===== src/rtl/esc_array_if.sv =====
// esc_array_if: speed-command / motor-output bundle for the ESC array.
//
// Signals:
//   spd        packed speed words, channel i at [i*SPD_W +: SPD_W]
//   spd_vld    one-cycle strobe, capture spd into the shadow registers
//   motors_off level, forces every channel to speed 0 at the next frame
//   pwm        per-channel PWM outputs
//   frame_strt one-cycle pulse aligned with the start of every PWM frame
//   stale      high while the stale-command failsafe is active
//
// Modports: master = flight controller side, slave = esc_array.
interface esc_array_if #(
    parameter int unsigned NUM_CH = 4,
    parameter int unsigned SPD_W  = 11
);
    logic [NUM_CH*SPD_W-1:0] spd;
    logic                    spd_vld;
    logic                    motors_off;
    logic [NUM_CH-1:0]       pwm;
    logic                    frame_strt;
    logic                    stale;

    modport master (
        output spd, spd_vld, motors_off,
        input  pwm, frame_strt, stale
    );

    modport slave (
        input  spd, spd_vld, motors_off,
        output pwm, frame_strt, stale
    );
endinterface


===== src/rtl/esc_array.sv =====
// esc_array: N-channel ESC/PWM generator with a common frame counter.
//
// Each channel produces one pulse per frame of MIN_PULSE + active*SCALE clocks.
// Speed words are captured (saturated at MAX_SPD) into shadow registers on spd_vld
// and moved into the active registers only at the last cycle of a frame, so a pulse
// in flight is never disturbed. A stale-command failsafe zeroes all speeds after
// STALE_FRAMES frame boundaries without a spd_vld.
//
// Optional feature: define SLEW_LIMIT_EN to limit the per-frame change of each
// active speed to MAX_STEP (motors_off / stale still force 0 immediately).
//
// Ports:
//   clk  system clock
//   rst  asynchronous active-high reset
//   bus  esc_array_if.slave (spd, spd_vld, motors_off in; pwm, frame_strt, stale out)
module esc_array #(
    parameter int unsigned NUM_CH       = 4,
    parameter int unsigned SPD_W        = 11,
    parameter int unsigned PERIOD       = 1000000,
    parameter int unsigned MIN_PULSE    = 50000,
    parameter int unsigned SCALE        = 25,
    parameter int unsigned MAX_SPD      = 2000,
    parameter int unsigned STALE_FRAMES = 8,
    parameter int unsigned MAX_STEP     = 64
) (
    input logic        clk,
    input logic        rst,
    esc_array_if.slave bus
);
    localparam int unsigned CNT_W = (PERIOD > 1) ? $clog2(PERIOD) : 1;
    localparam int unsigned MAX_W = (SPD_W > CNT_W) ? SPD_W : CNT_W;
    // Full-precision pulse width, never truncated.
    localparam int unsigned WID_W = MAX_W + $clog2(SCALE) + 1;
    localparam int unsigned STC_W = $clog2(STALE_FRAMES + 1);

    if (MAX_SPD > (2 ** SPD_W) - 1) begin : g_bad_max_spd
        $error("MAX_SPD does not fit in SPD_W bits");
    end
    if (MAX_STEP == 0) begin : g_bad_max_step
        $error("MAX_STEP must be non-zero");
    end

    logic [CNT_W-1:0] cnt_q, cnt_d;
    logic [STC_W-1:0] stale_cnt_q, stale_cnt_d;
    logic             stale_q, stale_d;
    logic             frame_strt_q;
    logic [NUM_CH-1:0] pwm_q, pwm_d;
    logic [SPD_W-1:0] shadow_q [NUM_CH];
    logic [SPD_W-1:0] shadow_d [NUM_CH];
    logic [SPD_W-1:0] active_q [NUM_CH];
    logic [SPD_W-1:0] active_d [NUM_CH];
    logic [WID_W-1:0] width [NUM_CH];
    logic             boundary;
    logic             force_zero;

    assign boundary = (cnt_q == CNT_W'(PERIOD - 1));

    always_comb begin
        logic [SPD_W-1:0] cap;
        logic [SPD_W-1:0] tgt;
`ifdef SLEW_LIMIT_EN
        logic signed [SPD_W:0] diff;
        logic signed [SPD_W:0] step;
`endif
        cnt_d       = boundary ? '0 : cnt_q + 1'b1;
        stale_cnt_d = stale_cnt_q;
        stale_d     = stale_q;

        // stale_cnt = frame boundaries passed since the last spd_vld.
        if (bus.spd_vld) begin
            stale_cnt_d = '0;
            stale_d     = 1'b0;
        end else if (boundary) begin
            if (stale_cnt_q < STC_W'(STALE_FRAMES)) begin
                stale_cnt_d = stale_cnt_q + 1'b1;
            end
            if (stale_cnt_d == STC_W'(STALE_FRAMES)) begin
                stale_d = 1'b1;
            end
        end

        // The failsafe decision at a boundary uses the stale value taking effect on
        // this edge, so a trip or a coincident spd_vld acts on the very next frame.
        force_zero = bus.motors_off | stale_d;

        for (int i = 0; i < NUM_CH; i++) begin
            cap = bus.spd[i*SPD_W +: SPD_W];
            if (cap > SPD_W'(MAX_SPD)) begin
                cap = SPD_W'(MAX_SPD);
            end
            shadow_d[i] = bus.spd_vld ? cap : shadow_q[i];
            tgt         = force_zero ? '0 : shadow_d[i];
`ifdef SLEW_LIMIT_EN
            diff = $signed({1'b0, tgt}) - $signed({1'b0, active_q[i]});
            if (diff > $signed((SPD_W + 1)'(MAX_STEP))) begin
                step = $signed((SPD_W + 1)'(MAX_STEP));
            end else if (diff < -$signed((SPD_W + 1)'(MAX_STEP))) begin
                step = -$signed((SPD_W + 1)'(MAX_STEP));
            end else begin
                step = diff;
            end
            if (!boundary) begin
                active_d[i] = active_q[i];
            end else if (force_zero) begin
                active_d[i] = '0;
            end else begin
                active_d[i] = active_q[i] + step[SPD_W-1:0];
            end
`else
            active_d[i] = boundary ? tgt : active_q[i];
`endif
            width[i] = WID_W'(MIN_PULSE) + WID_W'(active_q[i]) * WID_W'(SCALE);
            pwm_d[i] = (WID_W'(cnt_q) < width[i]);
        end
    end

    always_ff @(posedge clk or posedge rst) begin
        if (rst) begin
            cnt_q        <= '0;
            stale_cnt_q  <= '0;
            stale_q      <= 1'b1;
            frame_strt_q <= 1'b0;
            pwm_q        <= '0;
            for (int i = 0; i < NUM_CH; i++) begin
                shadow_q[i] <= '0;
                active_q[i] <= '0;
            end
        end else begin
            cnt_q        <= cnt_d;
            stale_cnt_q  <= stale_cnt_d;
            stale_q      <= stale_d;
            // Registered from cnt == 0 so it lines up with the first pwm high cycle.
            frame_strt_q <= (cnt_q == '0);
            pwm_q        <= pwm_d;
            shadow_q     <= shadow_d;
            active_q     <= active_d;
        end
    end

    assign bus.pwm        = pwm_q;
    assign bus.frame_strt = frame_strt_q;
    assign bus.stale      = stale_q;
endmodule

===== src/flat_wrapper.sv =====
// flat-port wrapper written by rule: the top's interface ports become plain ports
module esc_array_flat 
#(
    parameter int unsigned NUM_CH       = 4,
    parameter int unsigned SPD_W        = 11,
    parameter int unsigned PERIOD       = 1000000,
    parameter int unsigned MIN_PULSE    = 50000,
    parameter int unsigned SCALE        = 25,
    parameter int unsigned MAX_SPD      = 2000,
    parameter int unsigned STALE_FRAMES = 8,
    parameter int unsigned MAX_STEP     = 64
)
  (clk, rst, bus_spd, bus_spd_vld, bus_motors_off, bus_pwm, bus_frame_strt, bus_stale);
  esc_array_if #(.NUM_CH(NUM_CH), .SPD_W(SPD_W)) bus_i ();
  input logic clk;
  input logic rst;
  input wire logic [$bits(bus_i.spd)-1:0] bus_spd;
  input wire logic [$bits(bus_i.spd_vld)-1:0] bus_spd_vld;
  input wire logic [$bits(bus_i.motors_off)-1:0] bus_motors_off;
  output wire logic [$bits(bus_i.pwm)-1:0] bus_pwm;
  output wire logic [$bits(bus_i.frame_strt)-1:0] bus_frame_strt;
  output wire logic [$bits(bus_i.stale)-1:0] bus_stale;
  assign bus_i.spd = bus_spd;
  assign bus_i.spd_vld = bus_spd_vld;
  assign bus_i.motors_off = bus_motors_off;
  assign bus_pwm = bus_i.pwm;
  assign bus_frame_strt = bus_i.frame_strt;
  assign bus_stale = bus_i.stale;
  esc_array #(.NUM_CH(NUM_CH), .SPD_W(SPD_W), .PERIOD(PERIOD), .MIN_PULSE(MIN_PULSE), .SCALE(SCALE), .MAX_SPD(MAX_SPD), .STALE_FRAMES(STALE_FRAMES), .MAX_STEP(MAX_STEP)) u_core (.clk(clk), .rst(rst), .bus(bus_i));
endmodule

===== config.mk =====
export PLATFORM = sky130hd
export DESIGN_NAME = esc_array_flat
export DESIGN_NICKNAME = d
export VERILOG_FILES = /design/src/rtl/esc_array_if.sv /design/src/rtl/esc_array.sv /design/src/flat_wrapper.sv
export SDC_FILE = /design/constraint.sdc
export NUM_CORES = 1
export LEC_CHECK = 0
export CORE_MARGIN = 8
export CORE_UTILIZATION = 40
export CTS_CLUSTER_SIZE = 24
export DETAILED_ROUTE_END_ITERATION = 8
export GPL_TIMING_DRIVEN = 0
export SYNTH_ARGS = -nofsm -noshare
export SYNTH_HDL_FRONTEND = slang
export SYNTH_SLANG_ARGS = --single-unit

===== constraint.sdc =====
create_clock -name clk -period 4.85 [get_ports clk]
set_clock_uncertainty 0.1 [all_clocks]
set_input_delay 0.97 -clock clk [delete_from_list [all_inputs] [get_ports clk]]
set_output_delay 0.97 -clock clk [all_outputs]
set_load 0.005 [all_outputs]

# == After elaboration in Yosys (flattened, before gate mapping) ==
# Cells that the tools add are included.
# word_totals
reg_bits,118
in_bits,48
out_inout_bits,6
wordCells,58
# classes
n_addsub,6
multipliers,4
magnitude_cmp,9
n_eq_ne,2
muxes,21
bitwise,1
reduce_logical,2
# op_table
op,n
11-bit two-way mux,12
20-bit by 26-bit less-than comparator with 1-bit output,4
"16-bit by 16-bit adder with 17-bit output, first input constant",4
"11-bit by 5-bit multiplier with 16-bit output, second input constant",4
"11-bit > comparator, second input constant",4
"20-bit by 1-bit adder with 20-bit output, second input constant",1
"20-bit == test, second input constant",1
20-bit zero test,1
20-bit two-way mux,1
4-bit two-way mux,5
"4-bit by 1-bit adder with 4-bit output, second input constant",1
"4-bit == test, second input constant",1
"4-bit less-than comparator, second input constant",1
1-bit two-way mux,3
2-bit nonzero test,1
1-bit bitwise OR,1

# == Logic depth before layout (Yosys ltp) ==
# Gate-level depths: netlist of the first run.
# depth
word_depth,10
ltp_mapped,19
depth_no_buf,19

# == Worst setup path after synthesis of the first run ==
# OpenSTA, ideal clock, no wires.
# synth_path
path_type,register to register
start,reg u_core.active_q[23] (netlist name)
end,"reg u_core.pwm_q[1], in the netlist u_core.bus.pwm[1]"
arrival_ns,4.139
t_required_ns,4.684
setup_slack_ns,0.545
stages_incl_launch_ff,18
period_less_slack_ns,4.305
cell_sequence,dfrtp_1 > ha_1 > fa_1 > ha_1 > ha_1 > inv_1 > fa_1 > nand2b_1 > a21oi_1 > o21a_1 > mux2i_1 > o2111a_1 > ha_1 > and3_1 > a221oi_1 > nor2_1 > a2111oi_0 > o31a_1
# synth_between
elab_chain_len,3
# synth_lines
element,line,text
start: declaration,esc_array.sv:50,logic [SPD_W-1:0] active_q [NUM_CH];
start signal: assignment,esc_array.sv:136,active_q <= active_d;
11-bit by 5-bit multiplier with 16-bit output,esc_array.sv:112,width[i] = WID_W'(MIN_PULSE) + WID_W'(active_q[i]) * WID_W'(SCALE);
16-bit by 16-bit adder with 17-bit output,esc_array.sv:112,
20-bit by 26-bit less-than comparator with 1-bit output,esc_array.sv:113,pwm_d[i] = (WID_W'(cnt_q) < width[i]);
net u_core.pwm_d[1],esc_array.sv:47,"logic [NUM_CH-1:0] pwm_q, pwm_d;"
end signal: assignment,esc_array.sv:134,pwm_q <= pwm_d;
end: declaration,esc_array.sv:47,
# The timed path passes the listed nets, and every way through them passes these cells.
# A chain may end at the register's enable or synchronous reset.

# == Worst setup path in the final report of the first run ==
# Ends and elaborated chain as after synthesis.

==> results.sh, run 1 <==
export IMPL_syn_num_nets=1355
export IMPL_antenna_cells=0
export IMPL_crit_required_ns=5.10
export IMPL_fin_crit_ns=4.556
export IMPL_grt_usage_pct=16.36
export IMPL_status="complete, no violations"
export IMPL_drive_gt1_share_pct=7.948
export IMPL_final_area_sq_um=11980
export IMPL_vias_per_cell=5.376
export IMPL_routedWlPerCell_um=16.60
export IMPL_clk_latency_ns=0.42
export IMPL_antenna_found_initial=0
export IMPL_nNetsFinal=1427
export IMPL_finalCritPeriodShare_pct=93.94
export IMPL_dr_pass1_iters=5
export IMPL_hold_viol=0
export IMPL_grt_overflow_total=0
export IMPL_postSynthCellCount=1060
export IMPL_p_leak_nw=6.029
export IMPL_ir_worst_vdd_v=0.0002202
export IMPL_clock_path_buffers=2
export IMPL_drtIter0Drc=398
export IMPL_cp_num_buf_inv=3
export IMPL_grt_pass1_vias=8041
export IMPL_hold_depth=1
export IMPL_pre_cts_ws_ns=0.02111
export IMPL_dr_total_vias=7957
export IMPL_power_mw=2.825
export IMPL_fp_row_count=59
export IMPL_synth_top_area_share_pct=28.36
export IMPL_cts_tree="built"
export IMPL_powerDensity_nw_per_um2=235.8
export IMPL_worstPathMaxFanout=3
export IMPL_async_flop_share_pct=100.0
export IMPL_fin_cells=1480
export IMPL_placed_cells=1448
export IMPL_cts_root_buf="clkbuf_16"
export IMPL_path_depth=19
export IMPL_synthTopCellsByArea="dfrtp_1, ha_1, fa_1"
export IMPL_synth_cell_types=61
export IMPL_synth_enable_flop_cells=0
export IMPL_synth_area_per_cell_sq_um=9.740
export IMPL_path_cells="inv_1, ha_1, inv_1, fa_1, ha_1, ha_2, inv_1, fa_1, nand2b_4, a21oi_2, o21a_1, mux2i_1, o2111a_1, ha_1, and3_1, a221oi_2, nor2_1, a2111oi_2, o31a_1"
export IMPL_fin_ws_ns=0.2937
export IMPL_post_cts_buffers=0
export IMPL_max_stage_delay_ns=0.45
export IMPL_rsz0062_at_grt="yes"
export IMPL_yosys_area_top_type="dfrtp_1"
export IMPL_hp_class="flop to flop"
export IMPL_fp_dieH_um=176.7
export IMPL_crit_type="flop to flop"
export IMPL_port_buffer_count=52
export IMPL_tightest_slew_ns=0.9803
export IMPL_placed_cell_area_sq_um=11300
export IMPL_syn_area_sq_um=10320
export IMPL_dieArea_sq_um=31210
export IMPL_synth_flop_cell="dfrtp_1"
export IMPL_dp_hpwl_um=18950
export IMPL_setup_viol=0
export IMPL_final_max_slew_viol_count=0
export IMPL_core_area_sq_um=25690
export IMPL_cp_slowest_cell="dfrtp_2"
export IMPL_clock_sinks=118
export IMPL_area_growth_syn_to_layout_pct=16.06
export IMPL_numCtsBuffers=17
export IMPL_slew_headroom_pct=34.04
export IMPL_grt_max_degree=97
export IMPL_yosysWarningCount=0
export IMPL_fmax_ghz=0.2195
export IMPL_io_pins=54
export IMPL_place_gp_congestion=0.8237
export IMPL_htreeDepth=4
export IMPL_cap_violations=0
export IMPL_drcViolationCount=0
export IMPL_grt_pass1_wl_um=40940
export IMPL_rr_worst_depth=19
export IMPL_wl_um=24560
export IMPL_whs_ns=0.3987
export IMPL_ant_nets=0
export IMPL_cp_start_kind="flop"
export IMPL_cp_end_kind="flop"
export IMPL_yosysSeqAreaShare_pct=28.61
export IMPL_die_x_um=176.7
export IMPL_crit_arrival_ns=4.81
export IMPL_cts_clk_slew_worst_paths_ns=0.06
export IMPL_crit_family="adder cells"
export IMPL_ys_ff_latch=118
export IMPL_start_util_pct=40.19
## cells in the mapped netlist, drive strengths merged, types with 7 or more instances
master,count
fa,28
a21oi,46
nor2b,19
o21ai,46
dfrtp,117
a211oi,13
clkbuf,13
xnor2,15
nand3,25
a21o,17
xor2,31
o31ai,24
inv,133
nor3,12
o21a,7
nand3b,7
buf,11
nor4,16
a22o,24
mux2,21
ha,219
nand2,52
a31oi,26
nor2,47
nand2b,12
## path summary, 6_finish.rpt
check	startpoint	to	slack [ns]
setup reg to reg	u_core.active_q[23]	u_core.bus.pwm[1]	0.29
min in group asynchronous	rst	u_core.shadow_q[6]	0.77
hold / removal	u_core.shadow_q[21]	u_core.shadow_q[21]	0.40
setup / recovery	u_core.active_q[23]	u_core.bus.pwm[1]	0.29
hold reg to reg	u_core.shadow_q[21]	u_core.shadow_q[21]	0.40
max in group asynchronous	rst	u_core.active_q[24]	3.12
## cell type report
type,count,area [sq um]
clock inverter,12,153.9
buffer,24,113.9
sequential,118,2959
timing repair buffer,53,548.0
clock buffer,20,446.7
multi-input combinational,785,6838
tap,335,419.2
inverter,133,504.2
fill,2476,13710
## cell usage in the layout (no fill, tap or decap), types with 21 or more instances in the layout
master	n
a21oi_1	44
inv_1	132
nand2_1	52
o31ai_1	24
a31oi_1	26
o21ai_0	46
a22o_1	24
fa_1	28
clkdlybuf4s50_1	52
mux2_2	21
nand3_1	25
ha_1	216
xor2_1	31
dfrtp_1	113
nor2_1	46
## kinds of logic after synthesis
group / Yosys count / share of synthesized area, %
xor gates and xnor gates: 46 / 3.902
and+or+nand+nor: 229 / 11.57
DFF: 118 / 28.61
AOI/OAI and AO/OA: 237 / 15.23
buffers and inverters: 157 / 5.938
muxes: 26 / 2.775
adders and majority gates: 247 / 31.97
## state kept, by name, summed over array words and instances, names as in the netlist
name                   count
u_core.active_q           44
u_core.bus.frame_strt      1
u_core.bus.pwm             4
u_core.bus.stale           1
u_core.cnt_q              20
u_core.shadow_q           44
u_core.stale_cnt_q         4
## per-stage QoR
stage | utilization, % | setup TNS [ns]
2_1_floorplan | - | 0
3_3_place_gp | 43.85 | -139.10
3_5_place_dp | 43.98 | 0
4_1_cts | 46.31 | 0
5_1_grt | 46.64 | -0.04813
6_report | 46.64 | 0
## repair_timing
action / 4_1_cts / 5_1_grt
resized for setup: 1 / 21
hold buffers: 0 / 0
hold endpoints to repair: 0 / 0
pin swaps: 0 / 3
endpoints found under the setup margin: 1 / 4
## where the power goes
group          internal (mW)  switching [mW]  total, mW
clock network          0.820           0.481       1.30
logic                  0.219           0.262      0.481
registers               1.02          0.0173       1.04
total                   2.06           0.761       2.83
## layer usage
| metal | GRT usage, % | up-vias | wire, um |
|---|---|---|---|
| li1 | - | 3954 | - |
| met1 | 21.13 | 3848 | 11580 |
| met2 | 27.95 | 127 | 11800 |
| met3 | 2.006 | 28 | 701 |
| met4 | 5.394 | 0 | 483 |
| met5 | 0 | - | 0 |
(Power assumes the default switching activity.)
==> run 2: changes to the inputs <==
Settings changed: ABC_AREA set to 1.
==> results.sh, run 2 <==
export IMPL_dp_hpwl_um=22380
export IMPL_cts_root_buf="clkbuf_16"
export IMPL_dieArea_sq_um=33770
export IMPL_post_cts_buffers=0
export IMPL_placed_cell_area_sq_um=12290
export IMPL_io_pins=54
export IMPL_area_growth_syn_to_layout_pct=14.60
export IMPL_rsz0062_at_grt="no"
export IMPL_power_frac_comb_pct=6.3
export IMPL_internal_power_mw=1.906
export IMPL_crit_required_ns=5.03
export IMPL_synthTopCellsByArea="dfrtp_1, ha_1, nand2_1"
export IMPL_grt_pass1_wl_um=45780
export IMPL_r2r_start="u_core.active_q[1]"
export IMPL_yosysSeqAreaShare_pct=26.24
export IMPL_numCtsBuffers=17
export IMPL_grt_overflow_total=0
export IMPL_final_common_cell="nand2_1"
export IMPL_grt_max_degree=65
export IMPL_wl_um=27580
export IMPL_fp_row_count=61
export IMPL_drive_gt1_share_pct=4.876
export IMPL_postSynthCellCount=1453
export IMPL_crit_start="u_core.active_q[1]"
export IMPL_worstPathMaxFanout=3
export IMPL_cap_violations=0
export IMPL_r2r_slack_ns=0.90
export IMPL_antenna_found_initial=0
export IMPL_power_mw=2.545
export IMPL_p_switching_uw=638.8
export IMPL_drtIter0Drc=467
export IMPL_hold_viol=0
export IMPL_synth_most_common_cell="nand2_1"
export IMPL_tightest_slew_ns=0.6509
export IMPL_setup_tns_ns=0
export IMPL_place_gp_congestion=0.8732
export IMPL_ir_worst_vdd_v=0.0001639
export IMPL_vias_per_cell=4.933
export IMPL_hp_class="flop to flop"
export IMPL_core_area_sq_um=27780
export IMPL_port_buffer_count=52
export IMPL_synth_flop_cell="dfrtp_1"
export IMPL_htreeDepth=4
export IMPL_cp_start_kind="flop"
export IMPL_rr_worst_depth=14
export IMPL_grt_usage_pct=16.89
export IMPL_finalCritPeriodShare_pct=81.52
export IMPL_post_cts_resized=0
export IMPL_antenna_cells=0
export IMPL_status="complete, no violations"
export IMPL_synth_top_area_share_pct=26.00
export IMPL_layout_common_cells="nand2_1, inv_1, ha_1"
export IMPL_syn_area_sq_um=11260
export IMPL_nNetsFinal=1820
export IMPL_yosys_area_top_type="dfrtp_1"
export IMPL_p_leak_nw=6.599
export IMPL_hold_buffers=0
export IMPL_crit_arrival_ns=4.13
export IMPL_clk_latency_ns=0.42
export IMPL_synth_area_per_cell_sq_um=7.749
export IMPL_synth_common_cells="nand2_1, inv_1, ha_1"
export IMPL_r2r_end="u_core.bus.pwm[3]"
export IMPL_ant_nets=0
export IMPL_slew_headroom_pct=56.61
export IMPL_p_seq_share_pct=40.3
export IMPL_start_util_pct=40.53
export IMPL_final_util_pct=46.45
export IMPL_syn_num_nets=1748
export IMPL_fin_ws_ns=0.8963
export IMPL_final_max_slew_viol_count=0
export IMPL_yosysWarningCount=0
export IMPL_placed_cells=1884
export IMPL_grt_pass1_vias=9290
export IMPL_swShare_pct=25.10
export IMPL_async_flop_share_pct=100.0
export IMPL_dr_pass1_iters=4
export IMPL_clock_sinks=118
export IMPL_cts_tree="built"
export IMPL_largest_registers="u_core.active_q: 44 flops, u_core.shadow_q: 44 flops, u_core.cnt_q: 20 flops"
export IMPL_fmax_ghz=0.2529
export IMPL_drcViolationCount=0
export IMPL_fp_dieH_um=183.8
export IMPL_fin_cells=1916
export IMPL_pre_cts_ws_ns=0.9356
export IMPL_final_area_sq_um=12900
export IMPL_dr_total_vias=9452
export IMPL_crit_path_end="u_core.bus.pwm[3]"
export IMPL_whs_ns=0.3774
export IMPL_cp_end_kind="flop"
export IMPL_die_x_um=183.8
export IMPL_clock_path_buffers=2
export IMPL_synth_enable_flop_cells=0
export IMPL_setup_viol=0
export IMPL_synth_cell_types=38
export IMPL_cts_clk_slew_worst_paths_ns=0.07
export IMPL_clockPowerShare_pct=53.4
export IMPL_ys_ff_latch=118
export IMPL_powerDensity_nw_per_um2=197.2
export IMPL_crit_type="flop to flop"
export IMPL_routedWlPerCell_um=14.39
export IMPL_fin_crit_ns=3.954
[run 2: changes by cell type after synthesis, sizes merged, moves of 24 or more]
| cell | change |
|---|---|
| a22o | -24 |
| inv | +97 |
| nor2 | +86 |
| nand2 | +257 |
| nor3 | +25 |
| a21oi | +46 |
| nand3 | +68 |
[run 2: worst max-delay path, cell delays in order (launching register included)]
cell and delay (ns):
dfrtp_1 0.41, ha_1 0.32, fa_1 0.49, ha_1 0.30, ha_1 0.20, inv_1 0.08, fa_1 0.42, o31ai_1 0.30
xnor2_1 0.10, ha_1 0.32, inv_1 0.05, nor3_1 0.28, o211ai_1 0.18, nand4_1 0.14, a21oi_1 0.12
[run 2: area by class of cell]
type	instances	area (sq um)
multi-input combinational	1072	7239
clock inverter	14	188.9
tap	378	473.0
inverter	232	875.8
fill	2847	14880
clock buffer	18	429.2
sequential	118	2954
timing repair buffer	53	548.0
buffer	31	195.2
[run 2: how the worst min path moves through the flow]
stage                                   start             endpoint  slack (ns)  cells after the start
after floorplan            u_core.shadow_q[0]   u_core.shadow_q[0]        0.34                      2
after global placement     u_core.shadow_q[2]   u_core.shadow_q[2]        0.36                      2
after detailed placement   u_core.shadow_q[1]   u_core.shadow_q[1]        0.36                      2
after CTS                 u_core.shadow_q[12]  u_core.shadow_q[12]        0.38                      2
after global routing      u_core.shadow_q[25]  u_core.shadow_q[25]        0.39                      2
final                     u_core.shadow_q[25]  u_core.shadow_q[25]        0.38                      2
[run 2: layer usage]
| metal | track usage, % | part of all wire (%) | vias up |
|---|---|---|---|
| met1 | 22.66 | 48 | 4329 |
| met5 | 0 | 0 | - |
| met4 | 4.905 | 1.7 | 0 |
| li1 | - | - | 4888 |
| met3 | 2.253 | 3.9 | 33 |
| met2 | 28.05 | 46 | 202 |
[run 2: kinds of logic (layout without fill, tap and decap cells)]
logic type | after synthesis | after routing | synth area share (%)
simple gates | 607 | 607 | 22.81
buf+inv | 263 | 348 | 9.468
fa+ha+maj | 247 | 247 | 29.31
compound gates | 173 | 173 | 8.668
flops | 118 | 118 | 26.24
xor+xnor | 45 | 45 | 3.500
[run 2: power by group through the flow]
| stage | sequential, mW | clock [mW] | combinational [mW] |
|---|---|---|---|
| floorplan | 1.04 | 0 | 0.0874 |
| global placement | 1.04 | 0 | 0.158 |
| detailed placement | 1.04 | 0 | 0.163 |
| CTS | 1.03 | 1.38 | 0.163 |
| global route | 1.03 | 1.42 | 0.184 |
| finish | 1.03 | 1.36 | 0.160 |
